## config.mk

```make
export PLATFORM = sky130hd
export DESIGN_NAME = sram8_bus_bridge
export DESIGN_NICKNAME = d
export VERILOG_FILES = /design/src/rtl/sram8_bus_bridge_pkg.sv /design/src/rtl/sram8_byte_seq.sv /design/src/rtl/sram8_bus_bridge.sv
export SDC_FILE = /design/constraint.sdc
export NUM_CORES = 1
export LEC_CHECK = 0
export ABC_AREA = 0
export BUFFER_PORTS_ARGS = -buffer_cell sky130_fd_sc_hd__buf_4
export CORE_AREA = 10 10 118 120
export DETAILED_ROUTE_END_ITERATION = 16
export DIE_AREA = 0 0 128 130
export GPL_TIMING_DRIVEN = 0
export PLACE_DENSITY = 0.77
export SYNTH_ARGS = -nofsm -noshare
export SYNTH_HDL_FRONTEND = slang
export SYNTH_HIERARCHICAL = 1
export SYNTH_SLANG_ARGS = --single-unit
```

## constraint.sdc

```tcl
create_clock -name clk -period 3.2 [get_ports clk]
set_clock_uncertainty 0.05 [all_clocks]
set_input_delay 0.48 -clock clk [delete_from_list [all_inputs] [get_ports clk]]
set_output_delay 0.48 -clock clk [all_outputs]
set_load 0.02 [all_outputs]
```

## src/rtl/sram8_bus_bridge_pkg.sv

```systemverilog
// Shared definitions for the 8-bit SRAM bus bridge: FSM states, mask constants
// and byte-lane helpers.
package sram8_bus_bridge_pkg;

    typedef enum logic [1:0] {
        ST_IDLE   = 2'd0,
        ST_SETUP  = 2'd1,
        ST_STROBE = 2'd2,
        ST_DONE   = 2'd3
    } state_t;

    localparam logic [3:0] MASK_NONE = 4'b0000;
    localparam logic [3:0] MASK_WORD = 4'b1111;

    // Lowest set lane of a byte mask; an empty mask maps to lane 0.
    function automatic logic [1:0] lowest_idx(input logic [3:0] m);
        logic [1:0] r;
        r = 2'd0;
        if (m[0])      r = 2'd0;
        else if (m[1]) r = 2'd1;
        else if (m[2]) r = 2'd2;
        else if (m[3]) r = 2'd3;
        return r;
    endfunction

    function automatic logic [3:0] idx_bit(input logic [1:0] idx);
        return 4'b0001 << idx;
    endfunction

endpackage

```

## src/rtl/sram8_byte_seq.sv

```systemverilog
// Per-byte timing for the SRAM cycle: one setup cycle, then WAIT_CYCLES strobe
// cycles, with a pulse on the final strobe cycle.
module sram8_byte_seq #(
    parameter int WAIT_CYCLES = 1
) (
    input  logic clk,
    input  logic reset,
    input  logic active,
    output logic strobe,
    output logic last
);

    localparam int CW = (WAIT_CYCLES < 1) ? 1 : $clog2(WAIT_CYCLES + 1);

    // Phase 0 is the setup cycle, phases 1..WAIT_CYCLES are strobe cycles.
    logic [CW-1:0] cnt_reg;

    assign strobe = active && (cnt_reg != '0);
    assign last   = active && (cnt_reg == CW'(WAIT_CYCLES));

    always_ff @(posedge clk) begin
        if (reset || !active || last) begin
            cnt_reg <= '0;
        end else begin
            cnt_reg <= cnt_reg + CW'(1);
        end
    end

endmodule

```

## src/rtl/sram8_bus_bridge.sv

```systemverilog
// Bridges the core's 32-bit word bus onto an 8-bit asynchronous SRAM, moving one
// byte per SRAM cycle and holding the core meanwhile; keeps a one-word read buffer.
module sram8_bus_bridge
    import sram8_bus_bridge_pkg::*;
#(
    parameter int ADDR_W      = 19,
    parameter int WAIT_CYCLES = 1
) (
    input  logic              clk,
    input  logic              reset,
    input  logic [31:0]       cpu_addr,
    input  logic [3:0]        cpu_wmask,
    input  logic [31:0]       cpu_wdata,
    output logic [31:0]       cpu_rdata,
    output logic              cpu_hold,
    output logic [ADDR_W-1:0] ext_addr,
    output logic [7:0]        ext_wdata,
    input  logic [7:0]        ext_rdata,
    output logic              ext_ce,
    output logic              ext_oe,
    output logic              ext_we
);

    localparam int TW = ADDR_W - 2;

    state_t          state_reg, state_next;
    logic [TW-1:0]   addr_reg, addr_next;
    logic [3:0]      mask_reg, mask_next;
    logic [3:0]      rem_reg, rem_next;
    logic            wr_reg, wr_next;
    logic [31:0]     wdata_reg, wdata_next;
    logic [1:0]      idx_reg, idx_next;
    logic            buf_valid_reg, buf_valid_next;
    logic [TW-1:0]   buf_tag_reg, buf_tag_next;
    logic            wr_done_reg, wr_done_next;
    logic            armed_reg;

    logic [TW-1:0]   cpu_word;
    logic            idle, active;
    logic            wr_done_eff, rd_miss, wr_req;
    logic            seq_strobe, seq_last;
    logic [3:0]      rem_left;
    logic            unused_addr_bits;

    assign cpu_word         = cpu_addr[ADDR_W-1:2];
    assign unused_addr_bits = ^{cpu_addr[31:ADDR_W], cpu_addr[1:0]};

    assign idle   = (state_reg == ST_IDLE);
    assign active = (state_reg == ST_SETUP) || (state_reg == ST_STROBE);

    // A finished store stays finished until the core moves off that word or stops
    // writing; evaluated combinationally so a new store is seen in its first cycle.
    assign wr_done_eff = wr_done_reg && (cpu_wmask != MASK_NONE) && (cpu_word == addr_reg);
    // No request is taken in the first cycle out of reset.
    assign rd_miss = armed_reg && idle && (cpu_wmask == MASK_NONE) &&
                     (!buf_valid_reg || (cpu_word != buf_tag_reg));
    assign wr_req  = armed_reg && idle && (cpu_wmask != MASK_NONE) && !wr_done_eff;

    assign cpu_hold = active || rd_miss || wr_req;

    assign ext_ce    = active;
    assign ext_oe    = active && !wr_reg;
    assign ext_we    = seq_strobe && wr_reg;
    assign ext_addr  = active ? {addr_reg, idx_reg} : '0;
    assign ext_wdata = (active && wr_reg) ? wdata_reg[8*idx_reg +: 8] : 8'h00;

    sram8_byte_seq #(
        .WAIT_CYCLES(WAIT_CYCLES)
    ) u_seq (
        .clk    (clk),
        .reset  (reset),
        .active (active),
        .strobe (seq_strobe),
        .last   (seq_last)
    );

    always_comb begin
        state_next     = state_reg;
        addr_next      = addr_reg;
        mask_next      = mask_reg;
        rem_next       = rem_reg;
        wr_next        = wr_reg;
        wdata_next     = wdata_reg;
        idx_next       = idx_reg;
        buf_valid_next = buf_valid_reg;
        buf_tag_next   = buf_tag_reg;
        wr_done_next   = wr_done_reg;
        rem_left       = rem_reg & ~idx_bit(idx_reg);

        case (state_reg)
            ST_IDLE: begin
                wr_done_next = wr_done_eff;
                if (wr_req) begin
                    addr_next  = cpu_word;
                    mask_next  = cpu_wmask;
                    rem_next   = cpu_wmask;
                    wr_next    = 1'b1;
                    wdata_next = cpu_wdata;
                    idx_next   = lowest_idx(cpu_wmask);
                    state_next = ST_SETUP;
                end else if (rd_miss) begin
                    addr_next      = cpu_word;
                    mask_next      = MASK_WORD;
                    rem_next       = MASK_WORD;
                    wr_next        = 1'b0;
                    wdata_next     = cpu_wdata;
                    idx_next       = 2'd0;
                    buf_valid_next = 1'b0;
                    state_next     = ST_SETUP;
                end
            end
            ST_SETUP: begin
                state_next = ST_STROBE;
            end
            ST_STROBE: begin
                if (seq_last) begin
                    rem_next = rem_left;
                    if (rem_left != MASK_NONE) begin
                        idx_next   = lowest_idx(rem_left);
                        state_next = ST_SETUP;
                    end else begin
                        state_next = ST_DONE;
                    end
                end
            end
            ST_DONE: begin
                state_next = ST_IDLE;
                if (wr_reg) begin
                    wr_done_next = 1'b1;
                end else begin
                    buf_valid_next = 1'b1;
                    buf_tag_next   = addr_reg;
                end
            end
            default: begin
                state_next = ST_IDLE;
            end
        endcase
    end

    always_ff @(posedge clk) begin
        if (reset) begin
            state_reg     <= ST_IDLE;
            addr_reg      <= '0;
            mask_reg      <= MASK_NONE;
            rem_reg       <= MASK_NONE;
            wr_reg        <= 1'b0;
            wdata_reg     <= '0;
            idx_reg       <= 2'd0;
            buf_valid_reg <= 1'b0;
            buf_tag_reg   <= '0;
            wr_done_reg   <= 1'b0;
            armed_reg     <= 1'b0;
        end else begin
            state_reg     <= state_next;
            addr_reg      <= addr_next;
            mask_reg      <= mask_next;
            rem_reg       <= rem_next;
            wr_reg        <= wr_next;
            wdata_reg     <= wdata_next;
            idx_reg       <= idx_next;
            buf_valid_reg <= buf_valid_next;
            buf_tag_reg   <= buf_tag_next;
            wr_done_reg   <= wr_done_next;
            armed_reg     <= 1'b1;
        end
    end

    // Each lane of the word buffer is filled by read captures and patched by
    // write-through when a store lands on the buffered word.
    generate
        for (genvar gi = 0; gi < 4; gi++) begin : gen_lane
            logic [7:0] byte_reg;
            logic       cap, thru;

            assign cap  = (state_reg == ST_STROBE) && seq_last && !wr_reg &&
                          (idx_reg == 2'(gi));
            assign thru = (state_reg == ST_DONE) && wr_reg && buf_valid_reg &&
                          (addr_reg == buf_tag_reg) && mask_reg[gi];

            always_ff @(posedge clk) begin
                if (reset) begin
                    byte_reg <= 8'h00;
                end else if (cap) begin
                    byte_reg <= ext_rdata;
                end else if (thru) begin
                    byte_reg <= wdata_reg[8*gi +: 8];
                end
            end

            assign cpu_rdata[8*gi +: 8] = byte_reg;
        end
    endgenerate

endmodule

```

==> flow_metrics.tcl <==
set metrics [dict create \
    run_status "completed" \
    die_area_mm2 0.01664 \
    multi_input_area_mm2 0.003470 \
    internal_power_mw 3.535 \
    finalHoldViolCount 0 \
    report.final.slew_viol_count 0 \
    floorplan.rows 40 \
    finalSetupViolCount 0 \
    min_period_ns 3.152 \
    layout_common_cells "sky130_fd_sc_hd__buf_4, sky130_fd_sc_hd__dfxtp_1, sky130_fd_sc_hd__o21ai_0, sky130_fd_sc_hd__a21oi_1, sky130_fd_sc_hd__nand3_1" \
    synth.top_cell.area_share_pct 37.68 \
    min-delay-path-class "primary input to register" \
    starting_drc_count_in_detailed_routing 611 \
    power.density_cell_area_mw_per_mm2 709.7 \
    floorplan.die.height_um 130 \
    layoutNonFillerInstCount 1015 \
    r2r.worst_path.cells 11 \
    hpwl_mm 16.46 \
    rrSetupSlack_ns 0.18 \
    port_buffers 125 \
    final_common_cell "sky130_fd_sc_hd__buf_4" \
    criticalPathCategory "register to primary output" \
    grt_start_max_net_pins 17 \
    sw_frac_of_total_pct 36.66 \
    drt_wl_total_mm 21.48 \
    avgViaCountPerCell 6.118 \
    cts_sinks 115 \
    net-switching-power_mw 2.046 \
    cp-end-kind "primary output" \
    grt_pass1_wl_mm 33.17 \
    share_of_synthesized_flip_flops_with_an_asynchronous_set_or_reset_pct 0 \
    drc 0 \
    layout.area.seq_mm2 0.002307 \
    clock_tree.buffer_depth 2 \
    synth.top_cells.by_area "sky130_fd_sc_hd__dfxtp_1, sky130_fd_sc_hd__o21ai_0, sky130_fd_sc_hd__a21oi_1" \
    synth_cell_type_count 51 \
    synthToLayoutAreaGrowth_pct 28.71 \
    ys_seq_area_share_pct 37.68 \
    h-tree-depth 4 \
    initial_utilization_pct 52.17 \
    synth_top_flop_cell "sky130_fd_sc_hd__dfxtp_1" \
    synth_enable_flop_cells 0 \
    regToRegStartpoint "state_reg[1]" \
    power_frac_clock_pct 33.7 \
    finalWeightedCongestion 0.9688 \
    clk_pin_slew_worst_paths_ns 0.06 \
    cts-hold-fix-buffers 0 \
    postSynthRegisterBits 115 \
    vdd_drop_max_mv 0.4589 \
    share_comb_of_total_power_pct 32.9 \
    num-fill-cells 975 \
    terminus_of_the_critical_flop_to_flop_path "gen_lane[3].byte_reg[4]" \
    start_kind "register" \
    timing.slew.headroom_pct 33.45 \
    final.period_utilization_pct 98.50 \
    cts_inserted_buffers 17 \
    grt_pass1_vias 5950 \
    fp.dieW_um 128 \
    clockRootBuffer "sky130_fd_sc_hd__clkbuf_16" \
    insertedDiodeCount 0 \
    worstMarginPinSlew_ns 0.9983 \
    ant_nets 0 \
    synth_area_mm2 0.006110 \
    tritoncts "done" \
    maxCapViolCount 0 \
    clk-insertion-delay-late_ns 0.42 \
    cp-endpoint "cpu_hold" \
    synth-warning-count 6 \
    post_route_cells_drive_above_1_share_pct 23.50 \
    post_drt_wl_per_cell_um 21.16 \
    detailedRoute.firstPassIterationCount 5 \
    syn-mean-instance-area_um2 8.617 \
    gr-total-overflow 0 \
    io-pin-count 141 \
    track_usage_pct 25.17 \
    critical_path.startpoint "addr_reg[3]" \
    dp.cells 981 \
    timing.critical_path.required_ns 2.67 \
    seq_power_share_pct 33.4 \
    post_synth_net_total 791 \
    max_freq_mhz 317.3 \
    leakage_power_figure_nw 3.145 \
    worstPathArrival_ns 2.62 \
    grt_antenna_before_repair 0 \
    synth_area_leader_cell "sky130_fd_sc_hd__dfxtp_1" \
    critPathMaxFanout 5 \
    routed_vias 6210 \
    synthesis.instances 709 \
    min_from "reset" \
    total_power_mw 5.581 \
    placeableCoreArea_mm2 0.01171 \
    finalNetCount 937 \
]
==> kinds of logic after synthesis <==
family                   share of synthesized area [%]
AO/OA/AOI/OAI                                    23.08
multiplexers                                     8.192
flip-flops                                       37.68
buffers and inverters                            6.001
XOR/XNOR                                         7.311
AND/OR/NAND/NOR                                  16.92
adder cells (fa/ha/maj)                         0.8192
==> critical path: stages (launching register included) <==
cell and delay (ns):
sky130_fd_sc_hd__dfxtp_2 0.35, sky130_fd_sc_hd__xor2_1 0.20, sky130_fd_sc_hd__or4_4 0.57, sky130_fd_sc_hd__or2_4 0.27, sky130_fd_sc_hd__o21a_1 0.20, sky130_fd_sc_hd__buf_6 0.13
sky130_fd_sc_hd__or3_1 0.33, sky130_fd_sc_hd__buf_4 0.16
==> cells in the mapped netlist, types with 3 or more instances <==
master / number
sky130_fd_sc_hd__o31ai_1: 3
sky130_fd_sc_hd__nand2b_1: 3
sky130_fd_sc_hd__a21o_1: 3
sky130_fd_sc_hd__a21oi_1: 77
sky130_fd_sc_hd__dfxtp_1: 115
sky130_fd_sc_hd__nor2b_1: 3
sky130_fd_sc_hd__nor2_2: 4
sky130_fd_sc_hd__nor4_1: 6
sky130_fd_sc_hd__mux4_2: 8
sky130_fd_sc_hd__a221oi_1: 5
sky130_fd_sc_hd__xnor2_1: 30
sky130_fd_sc_hd__nand2_1: 41
sky130_fd_sc_hd__o21ai_0: 81
sky130_fd_sc_hd__o311a_1: 32
sky130_fd_sc_hd__inv_1: 10
sky130_fd_sc_hd__nand4_1: 8
sky130_fd_sc_hd__clkbuf_1: 47
sky130_fd_sc_hd__xor2_1: 21
sky130_fd_sc_hd__and3_1: 14
sky130_fd_sc_hd__o21ai_1: 10
sky130_fd_sc_hd__nor2_1: 16
sky130_fd_sc_hd__buf_2: 5
sky130_fd_sc_hd__nor3_1: 13
sky130_fd_sc_hd__mux2i_1: 32
sky130_fd_sc_hd__o211ai_1: 5
sky130_fd_sc_hd__ha_1: 4
sky130_fd_sc_hd__buf_6: 10
sky130_fd_sc_hd__and2_1: 20
sky130_fd_sc_hd__nand3_1: 54
==> stage by stage <==
step                      utilization [%]  setup slack (ns)  setup TNS (ns)  cell area [µm²]  hold slack [ns]
after floorplan                         -            0.4799               0             6110           0.3500
after global placement              61.75            0.1824               0             7232           0.3616
after detailed placement            61.75            0.1740               0             7232           0.3698
after CTS                           66.79           0.02121               0             7823           0.1609
after global routing                67.15         -0.006656       -0.006656             7864           0.1692
final                               67.15           0.04815               0             7864           0.1702
==> metal layers <==
layer  routed length (µm)  vias to the layer above  GRT usage (%)
met1                 9294                     2961          32.58
met4                  372                        0          8.675
li1                     -                     2898              -
met2                 9979                      314          39.51
met3                 1832                       37          6.978
met5                    0                        -              0
==> timing repair <==
item | 4_1_cts | 5_1_grt
buffers inserted | 0 | 2
pin swaps | 0 | 2
endpoints found under the setup margin | 1 | 1
resized for setup | 4 | 5
==> power groups by stage <==
stage	sequential [mW]	clock [mW]	combinational, mW
after CTS	1.85	1.88	1.79
after detailed placement	1.88	0	1.77
after global routing	1.88	1.94	2.00
after floorplan	1.79	0	1.22
after global placement	1.87	0	1.73
final	1.87	1.88	1.84
==> final cells by class <==
cell class	count	share of cell area, %
multi-input cells	519	44.12
flip-flops and latches	115	29.34
clock inverters	15	2.005
well taps	147	2.339
clock buffers	17	5.410
plain buffers	65	4.185
repair buffers	127	12.12
inverters	10	0.4773
==> worst min path at each step <==
stage               slack [ns]  cells after the start             to
floorplan                 0.35                      1  u_seq/cnt_reg
global placement          0.36                      1  u_seq/cnt_reg
detailed placement        0.37                      1  u_seq/cnt_reg
CTS                       0.16                      2  u_seq/cnt_reg
global route              0.17                      2  u_seq/cnt_reg
finish                    0.17                      2  u_seq/cnt_reg
No activity file was read; power rests on OpenSTA's default activity.
